<file path="config.mk">
export PLATFORM = sky130hd
export DESIGN_NAME = alu_sequencer
export DESIGN_NICKNAME = d
export VERILOG_FILES = /design/src/rtl/alu_pkg.sv /design/src/rtl/alu_regfile.sv /design/src/rtl/alu_sequencer.sv
export SDC_FILE = /design/constraint.sdc
export NUM_CORES = 1
export LEC_CHECK = 0
export ABC_AREA = 1
export CORE_MARGIN = 10
export CORE_UTILIZATION = 53
export DETAILED_ROUTE_END_ITERATION = 10
export PLACE_DENSITY = 0.74
export SETUP_SLACK_MARGIN = 0.02
export SYNTH_ARGS = -nofsm -noshare
export SYNTH_HDL_FRONTEND = slang
export SYNTH_SLANG_ARGS = --single-unit
</file>
<file path="constraint.sdc">
create_clock -name clk -period 11.7 [get_ports clk]
set_clock_uncertainty 0.15 [all_clocks]
set_input_delay 2.34 -clock clk [delete_from_list [all_inputs] [get_ports clk]]
set_output_delay 2.34 -clock clk [all_outputs]
set_load 0.03 [all_outputs]
</file>
<file path="src/rtl/alu_pkg.sv">
// Shared types for the ALU command sequencer: opcodes, command layout and FSM states.
package alu_pkg;

   typedef enum logic [2:0] {
      OP_ADD = 3'b000,
      OP_SUB = 3'b001,
      OP_AND = 3'b010,
      OP_OR  = 3'b011,
      OP_NOT = 3'b100,
      OP_NOP = 3'b111
   } opcode_t;

   typedef struct packed {
      logic [2:0] op;
      logic [2:0] a;
      logic [2:0] b;
      logic [2:0] dest;
   } cmd_t;

   typedef enum logic [2:0] {
      IDLE,
      ISSUE,
      WAIT,
      WB,
      DONE
   } state_t;

   // Opcodes 101, 110 and 111 retire without touching the ALU.
   function automatic logic is_nop(input logic [2:0] op);
      return op[2] & (op[1] | op[0]);
   endfunction

endpackage

</file>
<file path="src/rtl/alu_regfile.sv">
// Operand register file: one synchronous write port, three asynchronous read ports,
// cleared to zero by reset.
module alu_regfile #(
   parameter int DATA_W = 32,
   parameter int NREGS  = 8,
   parameter int AW     = $clog2(NREGS)
) (
   input  logic              clk,
   input  logic              rst,
   input  logic              we,
   input  logic [AW-1:0]     waddr,
   input  logic [DATA_W-1:0] wdata,
   input  logic [AW-1:0]     raddr_a,
   output logic [DATA_W-1:0] rdata_a,
   input  logic [AW-1:0]     raddr_b,
   output logic [DATA_W-1:0] rdata_b,
   input  logic [AW-1:0]     raddr_h,
   output logic [DATA_W-1:0] rdata_h
);

   logic [DATA_W-1:0] regs [NREGS];

   always_ff @(posedge clk or posedge rst) begin
      if (rst) begin
         for (int i = 0; i < NREGS; i++) begin
            regs[i] <= '0;
         end
      end else if (we) begin
         regs[waddr] <= wdata;
      end
   end

   assign rdata_a = regs[raddr_a];
   assign rdata_b = regs[raddr_b];
   assign rdata_h = regs[raddr_h];

endmodule

</file>
<file path="src/rtl/alu_sequencer.sv">
// Command sequencer for the shared ALU: decodes 12-bit commands, issues operands from
// the local register file, waits for the result with a timeout and writes it back.
module alu_sequencer
   import alu_pkg::*;
#(
   parameter int DATA_W  = 32,
   parameter int NREGS   = 8,
   parameter int TIMEOUT = 16
) (
   input  logic              clk,
   input  logic              rst,
   input  logic              cmd_valid,
   output logic              cmd_ready,
   input  logic [11:0]       cmd,
   input  logic              host_we,
   input  logic [2:0]        host_addr,
   input  logic [DATA_W-1:0] host_wdata,
   output logic [DATA_W-1:0] host_rdata,
   output logic              alu_valid,
   input  logic              alu_ready,
   output logic [2:0]        alu_op_code,
   output logic [DATA_W-1:0] alu_a,
   output logic [DATA_W-1:0] alu_b,
   input  logic              alu_res_valid,
   input  logic [DATA_W-1:0] alu_result,
   output logic              done,
   output logic              busy,
   output logic              err
);

   localparam int CNT_W = $clog2(TIMEOUT + 1);

   state_t            state;
   state_t            next_state;
   logic              timeout_hit;
   cmd_t              cmd_f;
   logic              accept;
   logic              host_wr;
   logic [DATA_W-1:0] rf_a;
   logic [DATA_W-1:0] rf_b;
   logic [DATA_W-1:0] opnd_a;
   logic [DATA_W-1:0] opnd_b;
   logic              rf_we;
   logic [2:0]        rf_waddr;
   logic [DATA_W-1:0] rf_wdata;
   logic [2:0]        op_q;
   logic [2:0]        dest_q;
   logic [DATA_W-1:0] a_q;
   logic [DATA_W-1:0] b_q;
   logic [DATA_W-1:0] result_q;
   logic [CNT_W-1:0]  cnt_q;
   logic              err_q;

   assign cmd_f   = cmd_t'(cmd);
   assign accept  = (state == IDLE) && cmd_valid;
   assign host_wr = (state == IDLE) && host_we;

   // A host write landing in the accept cycle must be visible to the operands it targets.
   assign opnd_a = (host_wr && (host_addr == cmd_f.a)) ? host_wdata : rf_a;
   assign opnd_b = (host_wr && (host_addr == cmd_f.b)) ? host_wdata : rf_b;

   // Host writes only happen in IDLE and writeback only in WB, so one port suffices.
   assign rf_we    = host_wr || (state == WB);
   assign rf_waddr = (state == WB) ? dest_q : host_addr;
   assign rf_wdata = (state == WB) ? result_q : host_wdata;

   alu_regfile #(
      .DATA_W (DATA_W),
      .NREGS  (NREGS),
      .AW     (3)
   ) u_regfile (
      .clk     (clk),
      .rst     (rst),
      .we      (rf_we),
      .waddr   (rf_waddr),
      .wdata   (rf_wdata),
      .raddr_a (cmd_f.a),
      .rdata_a (rf_a),
      .raddr_b (cmd_f.b),
      .rdata_b (rf_b),
      .raddr_h (host_addr),
      .rdata_h (host_rdata)
   );

   always_ff @(posedge clk or posedge rst) begin
      if (rst) begin
         state <= IDLE;
      end else begin
         state <= next_state;
      end
   end

   always_comb begin
      next_state  = state;
      timeout_hit = 1'b0;
      case (state)
         IDLE: begin
            if (cmd_valid) begin
               next_state = is_nop(cmd_f.op) ? DONE : ISSUE;
            end
         end
         ISSUE: begin
            if (alu_ready) begin
               next_state = WAIT;
            end
         end
         WAIT: begin
            if (alu_res_valid) begin
               next_state = WB;
            end else if (cnt_q == CNT_W'(TIMEOUT - 1)) begin
               next_state  = DONE;
               timeout_hit = 1'b1;
            end
         end
         WB:      next_state = DONE;
         DONE:    next_state = IDLE;
         default: next_state = IDLE;
      endcase
   end

   // Operands are latched on accept and held untouched until the next accept.
   always_ff @(posedge clk or posedge rst) begin
      if (rst) begin
         op_q     <= OP_NOP;
         dest_q   <= '0;
         a_q      <= '0;
         b_q      <= '0;
         result_q <= '0;
         cnt_q    <= '0;
         err_q    <= 1'b0;
      end else begin
         if (accept) begin
            op_q   <= cmd_f.op;
            dest_q <= cmd_f.dest;
            a_q    <= opnd_a;
            b_q    <= (cmd_f.op == OP_NOT) ? '0 : opnd_b;
         end
         if ((state == ISSUE) && alu_ready) begin
            cnt_q <= '0;
         end else if (state == WAIT) begin
            cnt_q <= cnt_q + CNT_W'(1);
         end
         if ((state == WAIT) && alu_res_valid) begin
            result_q <= alu_result;
         end
         if (timeout_hit) begin
            err_q <= 1'b1;
         end
      end
   end

   assign cmd_ready   = (state == IDLE);
   assign busy        = (state != IDLE);
   assign alu_valid   = (state == ISSUE);
   assign done        = (state == DONE);
   assign alu_op_code = op_q;
   assign alu_a       = a_q;
   assign alu_b       = b_q;
   assign err         = err_q;

endmodule

</file>
==> impl_metrics.env <==
export IMPL_synth_compound_area_share=0.136
export IMPL_final_net_count=3333
export IMPL_root_buffer="clkbuf_16"
export IMPL_die_height_um=224
export IMPL_track_usage=0.331
export IMPL_finalCritPeriodShare=0.676
export IMPL_synth_seq_cells=367
export IMPL_tightest_slew_ns=1.20
export IMPL_grt_pass1_wl_mm=131
export IMPL_p_leak_uw=0.0119
export IMPL_htreeDepth=2
export IMPL_maxSlewHeadroom=0.198
export IMPL_fillerInstances=3715
export IMPL_cp_data_arrival_time_ns=5.42
export IMPL_drv_cap=0
export IMPL_hold_depth=2
export IMPL_cts_setup_buffers=0
export IMPL_drt_vias_per_instance=6.21
export IMPL_cts_tree="done"
export IMPL_rsz0062_at_grt="no"
export IMPL_crit_required_ns=9.21
export IMPL_yosysSeqAreaShare=0.415
export IMPL_fp_dieW_um=224
export IMPL_pin_count=189
export IMPL_grt_max_degree=172
export IMPL_synthesis_nets=3316
export IMPL_netlist_instances=3229
export IMPL_wl_per_cell_um=22.6
export IMPL_first_pass_iters=7
export IMPL_portBuffers=188
export IMPL_layout_commonest_cell="nand2_1"
export IMPL_reg2reg_to="u_regfile.regs[185]"
export IMPL_synth_area_um2=22100
export IMPL_clkLatencyLatePin_ns=0.58
export IMPL_dp_hpwl_mm=51.0
export IMPL_holdBufCountCts=0
export IMPL_hold_class="register to register"
export IMPL_drv_slew=0
export IMPL_hold_viol=0
export IMPL_status="finished clean"
export IMPL_drive_gt1_frac=0.0570
export IMPL_rr_worst_depth=7
export IMPL_cts_inserted_buffers=42
export IMPL_synthAdderAreaFrac=0.00113
export IMPL_r2r_start="state[2]"
export IMPL_rows=74
export IMPL_holdPathEnd="alu_op_code[0]"
export IMPL_ff2ff_setup_slack_ns=7.91
export IMPL_cp_end_kind="output port"
export IMPL_core_area_um2=41100
export IMPL_fmax_mhz=126
export IMPL_cts_resized_gates=0
export IMPL_layout_common_cells="1101 x nand2_1, 500 x nand3_1, 364 x dfrtp_1, 264 x o21ai_0, 250 x inv_1"
export IMPL_synthToLayoutAreaGrowth_pct=14.5
export IMPL_post_synth_cell_area_avg_um2=6.86
export IMPL_fin_setup_tns_ns=0
export IMPL_synth_mux_area_frac=0.0163
export IMPL_initial_utilization=0.539
export IMPL_gp_congestion=0.927
export IMPL_finalSetupViolations=0
export IMPL_first_global_vias=22400
export IMPL_drtIter0Drc=3283
export IMPL_path_clk_slew_ns=0.06
export IMPL_synthSimpleGateAreaFrac=0.336
export IMPL_die_area_um2=50400
export IMPL_vias=23700
export IMPL_post_place_cells=3734
export IMPL_power_density_nw_per_um2=260
export IMPL_synth_xor_area_frac=0.000791
export IMPL_globalRouteOverflowTotal=0
export IMPL_start_kind="input port"
export IMPL_cp_max_fo=68
export IMPL_finalCriticalPeriod_ns=7.91
export IMPL_min_from="alu_op_code[0]"
export IMPL_synth_top_family_by_area="simple AND/OR/NAND/NOR gates"
export IMPL_synth_cell_type_count=35
export IMPL_clock_path_buffers=3
export IMPL_yosysWarnings=0
export IMPL_ir_worst_vdd_v=0.000164
export IMPL_final_cells=3811
export IMPL_finalWirelength_mm=86.0
export IMPL_critPathKind="input port to output port"
export IMPL_fin_area_um2=25400
export IMPL_drcViolationCount=0
export IMPL_grt_antenna_before_repair=2
export IMPL_cts_sinks=367
export IMPL_dpl_cell_area_um2=23900
export IMPL_drtAntennaViolNets=0
## synth_stat cells
master / n / area [um2]
a211oi_1: 1 / 7.51
a21o_1: 1 / 7.51
a21oi_1: 115 / 576
a21oi_2: 1 / 8.76
a31oi_1: 32 / 200
buf_1: 31 / 116
buf_2: 51 / 255
buf_4: 25 / 188
buf_6: 3 / 33.8
clkbuf_1: 140 / 526
clkinv_1: 1 / 3.75
dfrtp_1: 364 / 9110
dfstp_2: 3 / 78.8
ha_1: 2 / 25.0
inv_1: 257 / 965
inv_2: 4 / 15.0
mux2_2: 32 / 360
nand2_1: 1101 / 4130
nand2_2: 6 / 37.5
nand2_4: 1 / 11.3
nand3_1: 502 / 2510
nand3_4: 1 / 17.5
nand4_1: 64 / 400
nor2_1: 42 / 158
nor2_2: 3 / 18.8
nor2_4: 4 / 45.0
nor2_8: 4 / 80.1
nor3_1: 5 / 25.0
o211ai_1: 14 / 105
o21a_1: 1 / 7.51
o21ai_0: 264 / 1320
o21ai_1: 146 / 731
o21ai_2: 5 / 43.8
o22ai_1: 1 / 6.26
xnor2_1: 2 / 17.5
## registers in the layout (all words and copies together), names as in the netlist
| signal | count |
|---|---|
| cnt_q | 5 |
| alu_op_code | 3 |
| alu_b | 32 |
| dest_q | 3 |
| err | 1 |
| result_q | 32 |
| u_regfile.regs | 256 |
| alu_a | 32 |
| state | 3 |
## report_power, final
group          switching (uW)  leakage, uW  internal (uW)  total [uW]
Combinational            1850      0.00667            940        2790
Clock                     562     0.000730            860        1420
Sequential                467      0.00446           1910        2380
Total                    2880       0.0119           3710        6590
## worst max-delay path by stage
| stage | start | endpoint | depth (start not counted) |
|---|---|---|---|
| 2_1_floorplan | rst | alu_a[0] | 1 |
| 3_3_place_gp | host_addr[0] | host_rdata[29] | 9 |
| 3_5_place_dp | host_addr[0] | host_rdata[29] | 9 |
| 4_1_cts | host_addr[0] | host_rdata[29] | 9 |
| 5_1_grt | host_addr[0] | host_rdata[29] | 9 |
| 6_report | host_addr[0] | host_rdata[29] | 9 |
## worst max-delay path, cell delays in order
cell and delay (ns):
buf_4 0.52, inv_2 0.54, buf_4 0.48, a21oi_1 0.22, o21ai_0 0.11, nand2_1 0.09, nor2_1 0.05, a31oi_1 0.31
clkdlybuf4s50_1 0.74
## logic make-up after synthesis
family / after synthesis
adder cells (fa/ha/maj): 2
flip-flops: 367
XOR/XNOR: 2
AO/OA/AOI/OAI: 581
AND/OR/NAND/NOR: 1733
multiplexers: 32
buffers and inverters: 512
## routing by layer
metal  up-vias  global-route usage  routed length [um]
met4         2               0.254                6960
li1      10600                   -                   -
met3       331              0.0595                8820
met1     11100               0.404               30700
met2      1585               0.516               39500
met5         -                   0                  13
## metrics by stage
stage               hold slack (ns)   util  total power, uW  setup WS, ns
global route                  0.328  0.617             6980          3.60
global placement              0.301  0.581             5010          3.94
CTS                           0.313  0.617             6540          3.90
detailed placement            0.302  0.581             5100          3.90
finish                        0.311  0.617             6590          3.79
floorplan                     0.328      -             4110          4.29
## cell type report
class	instances	area, um2	area share
flip-flops and latches	367	9190	0.362
clock buffers	68	1360	0.0537
clock inverters	8	118	0.00464
repair buffers	223	2130	0.0842
multi-input cells	2350	10900	0.430
well taps	532	666	0.0263
inverters	262	991	0.0391
diodes	1	2.50	0.0000987
(Power assumes the default switching activity.)
